**config.mk**
```make
export PLATFORM = sky130hd
export DESIGN_NAME = mem_stage
export DESIGN_NICKNAME = d
export VERILOG_FILES = /design/src/rtl/mem_stage.sv
export SDC_FILE = /design/constraint.sdc
export NUM_CORES = 2
export LEC_CHECK = 0
export CAP_MARGIN = 25
export CORE_UTILIZATION = 65
export CTS_BUF_LIST = sky130_fd_sc_hd__clkbuf_4 sky130_fd_sc_hd__clkbuf_8
export CTS_CLUSTER_SIZE = 28
export DETAILED_ROUTE_END_ITERATION = 6
export HOLD_SLACK_MARGIN = 0.15
export PLACE_DENSITY = 0.82
export SLEW_MARGIN = 40
export SYNTH_ARGS = -nofsm -noshare
export SYNTH_HDL_FRONTEND = slang
export SYNTH_SLANG_ARGS = --single-unit
```
**constraint.sdc**
```tcl
create_clock -name clk -period 3.1 [get_ports clk]
set_clock_uncertainty 0.15 [all_clocks]
set_input_delay 0.465 -clock clk [delete_from_list [all_inputs] [get_ports clk]]
set_output_delay 0.465 -clock clk [all_outputs]
set_load 0.1 [all_outputs]
```
**src/rtl/mem_stage.sv**
```systemverilog
// -----------------------------------------------------------------------------
// mem_stage
//
// Memory stage of a simple in-order pipeline. Holds a small word-addressed
// data memory and the MEM/WB pipeline register.
//
// A load or store takes two cycles:
//   - IDLE sees the request, drops ReadyOut so upstream freezes its inputs,
//     and pushes a bubble into MEM/WB.
//   - ACCESS reads or writes the memory and loads MEM/WB on the exit edge.
// A non-memory instruction passes through MEM/WB in one cycle.
//
// Parameters
//   N      data-path width
//   DEPTH  number of data-memory words
//   BASE   byte address that maps to word 0
//
// Ports
//   clk, rst          rising-edge clock, synchronous active-high reset
//   ALU_ResIn         effective byte address, or the result of a non-memory op
//   Val_RmIn          store data
//   MEM_R_ENIn        load request
//   MEM_W_ENIn        store request
//   WB_ENIn           write-back enable
//   WB_DestIn         write-back destination register
//   ALU_ResOut        registered ALU result
//   DataMemoryOut     registered load data
//   MEM_R_ENOut       registered load flag
//   WB_ENOut          registered write-back enable
//   WB_DestOut        registered write-back destination
//   ReadyOut          combinational; 0 means upstream must hold its inputs
//   AddrErrOut        sticky out-of-range flag, cleared only by rst
// -----------------------------------------------------------------------------
module mem_stage #(
    parameter int N     = 32,
    parameter int DEPTH = 64,
    parameter int BASE  = 1024
) (
    input  logic         clk,
    input  logic         rst,
    input  logic [N-1:0] ALU_ResIn,
    input  logic [N-1:0] Val_RmIn,
    input  logic         MEM_R_ENIn,
    input  logic         MEM_W_ENIn,
    input  logic         WB_ENIn,
    input  logic [3:0]   WB_DestIn,
    output logic [N-1:0] ALU_ResOut,
    output logic [N-1:0] DataMemoryOut,
    output logic         MEM_R_ENOut,
    output logic         WB_ENOut,
    output logic [3:0]   WB_DestOut,
    output logic         ReadyOut,
    output logic         AddrErrOut
);

    localparam int AW = (DEPTH > 1) ? $clog2(DEPTH) : 1;

    typedef enum logic {
        IDLE   = 1'b0,
        ACCESS = 1'b1
    } state_t;

    state_t         state;
    logic [N-1:0]   mem [DEPTH];

    logic           mem_req;
    logic           in_range;
    logic [AW-1:0]  idx;
    logic [N-1:0]   rd_data;

    // The comparison runs two bits wider than the data path so that
    // BASE + 4*DEPTH can never wrap and make a high address look in range.
    function automatic logic addr_in_range(input logic [N-1:0] addr);
        logic [N+1:0] lo;
        logic [N+1:0] hi;
        logic [N+1:0] a;
        lo = (N+2)'(BASE);
        hi = (N+2)'(BASE + 4 * DEPTH);
        a  = {2'b00, addr};
        return (a >= lo) && (a < hi);
    endfunction

    // Word index: drop the byte-offset bits of (address - BASE).
    function automatic logic [AW-1:0] word_index(input logic [N-1:0] addr);
        return AW'((addr - N'(BASE)) >> 2);
    endfunction

    assign mem_req  = MEM_R_ENIn || MEM_W_ENIn;
    assign in_range = addr_in_range(ALU_ResIn);
    assign idx      = word_index(ALU_ResIn);

    // Out-of-range loads read as zero. The read happens before any write on
    // the same edge, so a combined load+store returns the pre-write word.
    assign rd_data  = in_range ? mem[idx] : '0;

    // Stall only on the first cycle of a memory access; reset forces ready.
    assign ReadyOut = rst || (state == ACCESS) || !mem_req;

    // ---- MEM -> WB boundary ----
    always_ff @(posedge clk) begin
        if (rst) begin
            // Reset wins over everything, including a store pending in ACCESS.
            state         <= IDLE;
            ALU_ResOut    <= '0;
            DataMemoryOut <= '0;
            MEM_R_ENOut   <= 1'b0;
            WB_ENOut      <= 1'b0;
            WB_DestOut    <= '0;
            AddrErrOut    <= 1'b0;
            for (int i = 0; i < DEPTH; i++) begin
                mem[i] <= '0;
            end
        end else begin
            case (state)
                IDLE: begin
                    if (mem_req) begin
                        // Stall edge: bubble into WB, data fields hold.
                        state       <= ACCESS;
                        MEM_R_ENOut <= 1'b0;
                        WB_ENOut    <= 1'b0;
                    end else begin
                        // Non-memory op; DataMemoryOut holds.
                        ALU_ResOut  <= ALU_ResIn;
                        MEM_R_ENOut <= MEM_R_ENIn;
                        WB_ENOut    <= WB_ENIn;
                        WB_DestOut  <= WB_DestIn;
                    end
                end

                ACCESS: begin
                    // Exit edge: the only edge on which memory is touched,
                    // so each store is written exactly once.
                    state       <= IDLE;
                    ALU_ResOut  <= ALU_ResIn;
                    MEM_R_ENOut <= MEM_R_ENIn;
                    WB_ENOut    <= WB_ENIn;
                    WB_DestOut  <= WB_DestIn;

                    if (MEM_R_ENIn) begin
                        DataMemoryOut <= rd_data;
                    end

                    if (MEM_W_ENIn && in_range) begin
                        mem[idx] <= Val_RmIn;
                    end

                    if (mem_req && !in_range) begin
                        AddrErrOut <= 1'b1;
                    end
                end

                default: begin
                    state <= IDLE;
                end
            endcase
        end
    end

endmodule

```
==> impl_metrics.ini <==
[timing]
setup_tns_ns = -0.0527
hold_viol = 0
setup_viol = 1
rsz0062_at_grt = yes
slew_headroom_pct = 35.5
fmax_ghz = 0.317
worst_slew_pin_slew_ns = 0.960
slew_viol_final = 0
min_period_over_period_pct = 102
fin_crit_ns = 3.15
fin_ws_ns = -0.0527

[layout]
mostFrequentLayoutCells = 2053 x and2_1, 2048 x edfxtp_1, 714 x buf_4
stdcell_area_mm2 = 0.113
stdcell_count = 9818
utilization_pct = 77.4
drive_above_1_share_pct = 25.7
final_nets = 7713
layout_commonest_cell = and2_1
syn_to_final_growth_pct = 17.8

[floorplan]
core_mm2 = 0.146
die_x_um = 386
initial_core_util_pct = 65.7
die-area_mm2 = 0.149
die_h_um = 386
pin_count = 145
num_rows = 140

[cts]
clkSinkCount = 2120
post-cts-setup-buffers = 0
htree_num_levels = 5
cts_tree = done
clock_latency_ns = 1.11
cts.clk_slew.worst_paths_ns = 0.06
max-clock-path-buffers = 4
root_buffer = clkbuf_8
cts_made_buffers = 350

[outcome]
violations = design-rule violations, negative setup slack
status = finished, violations left

[placed_design]
place_congestion = 1.06
dp.cells = 9135
portBuffers = 144
placed_area_mm2 = 0.106
hpwlAfterDp_um = 224000

[critical_path]
crit_slowest_cell = a221oi_1
critPathRequiredTime_ns = 3.93
cpPeakStageDelay_ns = 0.81
cp-endpoint = DataMemoryOut[16]$_SDFFE_PP0P_
arrival_ns = 3.99
startpoint = ALU_ResIn[4]
cp-end-kind = flop
path_cells = dlygate4sd3_1, buf_8, or2b_4, buf_12, o22ai_1, a22oi_1, buf_4, o21ai_0, buf_4, a221oi_1, a22o_1
crit_type = input pin to flop
cp-start-kind = input pin
r2r_slack_ns = 0.48
cp_max_fo = 19
r2r_cells = 7
crit_top_cell = buf_4
r2r-start = state$_SDFF_PP0_
r2r_end = mem[54][2]$_SDFFCE_PN0P_

[global_route]
overflow = 0
grt_usage_pct = 46.7
antenna_found_initial = 43
grt_pass1_wl_um = 485000
grt_pass1_vias = 67300
grt_max_degree = 67

[synth]
syn_avg_cell_area_um2 = 13.9
syn_area_mm2 = 0.0960
async_flop_share_pct = 0
syn_nets = 6996
yosys_warnings = 0
synth_ff_type = edfxtp_1
syn_inst = 6923
yosysUniqueCellTypes = 78
ys_seq_area_share_pct = 65.5
synth-edff-count = 2048
synth-seq-cells = 2120

[route]
via_count = 68900
drt_wl_total_um = 348000
drtIter0Drc = 11900
drc = 2
via_per_inst = 7.02
ant_nets = 0
first_pass_iters = 7
wire_per_inst_um = 35.5

[flow_run]
max_cap_violations = 0

[min_path]
min_path_type = input pin to flop

[power_and_ir_drop]
leakage_uw = 0.0433
max-vdd-ir-drop_mv = 0.457
p_per_area_mw_per_mm2 = 553
[flip-flops by register name (all words and copies together) (netlist names)]
name / cells
DataMemoryOut: 32
ALU_ResOut: 32
state: 1
WB_ENOut: 1
mem: 2048
MEM_R_ENOut: 1
WB_DestOut: 4
AddrErrOut: 1
[power by group]
group          switching (uW)  internal (uW)  total (uW)
sequential                313          32200       32500
combinational            4170           2130        6300
clock                   11200          12500       23700
[cell usage after synthesis (30+ instances only)]
cell	n	area [um2]
mux2i_1	144	1440
a211oi_1	49	368
buf_2	98	490
clkbuf_2	85	425
edfxtp_1	2048	61500
a21oi_1	138	691
and2_1	2053	12800
clkbuf_1	401	1510
o21ai_0	150	751
buf_1	43	161
mux4_2	150	3380
nor2_1	163	612
a221oi_1	30	263
buf_4	62	465
or2_2	68	425
nand2_1	129	484
o221ai_1	128	1120
a22o_1	48	420
dfxtp_1	72	1440
o22ai_1	302	1890
mux2_2	182	2050
[timing repair]
action / 4_1_cts / 5_1_grt
resized for setup: 0 / 12
setup endpoints to repair: 0 / 1184
endpoints found under the hold margin: 1325 / 0
hold buffers: 70 / 0
[per-stage QoR]
step | power, uW | hold WS [ns] | setup WS (ns)
after floorplan | 35700 | 0.384 | 0.243
after global placement | 38800 | 0.312 | -1.41
after detailed placement | 39000 | 0.315 | -0.529
after CTS | 62000 | 0.184 | 0.0111
after global routing | 63500 | 0.235 | -0.0104
final | 62500 | 0.263 | -0.0527
[critical path, delay by kind of cell]
kind,cells,cell delay (ns)
and+or+nand+nor,1,0.44
AOI/OAI and AO/OA,5,1.59
buffers and inverters,5,1.44
[kinds of logic (layout without fill, tap and decap cells)]
group,after synthesis,count (layout),share of synthesized area (%)
AND/OR/NAND/NOR,2566,2566,16.0
flip-flops,2120,2120,65.5
multiplexers,492,492,7.59
AO/OA/AOI/OAI,1016,1016,7.24
buffers and inverters,729,1680,3.61
other,0,27,0
[area by class of cell]
cell class | instances | area [um2]
Inverter | 7 | 31.3
Tap cell | 1917 | 2400
Clock inverter | 92 | 457
Multi-Input combinational cell | 4074 | 30000
Timing Repair Buffer | 1087 | 11300
Clock buffer | 494 | 6000
Sequential cell | 2120 | 62900
Fill cell | 8267 | 33000
Antenna cell | 27 | 67.6
[worst min path at each step]
| stage | from | endpoint | slack, ns | cells past startpoint |
|---|---|---|---|---|
| floorplan | state$_SDFF_PP0_ | AddrErrOut$_SDFFE_PP0P_ | 0.38 | 2 |
| global placement | ALU_ResOut[28]$_SDFFE_PP0P_ | ALU_ResOut[28]$_SDFFE_PP0P_ | 0.31 | 1 |
| detailed placement | AddrErrOut$_SDFFE_PP0P_ | AddrErrOut$_SDFFE_PP0P_ | 0.31 | 2 |
| CTS | ALU_ResIn[6] | ALU_ResOut[6]$_SDFFE_PP0P_ | 0.18 | 4 |
| global route | ALU_ResIn[6] | ALU_ResOut[6]$_SDFFE_PP0P_ | 0.23 | 4 |
| finish | ALU_ResIn[6] | ALU_ResOut[6]$_SDFFE_PP0P_ | 0.26 | 4 |
[metal layers]
layer  vias up  global-route usage [%]  wire, um
li1      26900                       -         -
met1     33500                    57.7    108000
met2      6860                    65.7    146000
met4        42                    34.8     31500
met5         -                       0       259
met3      1696                    19.6     63000
Note: power is estimated with default switching activity, not from simulation.
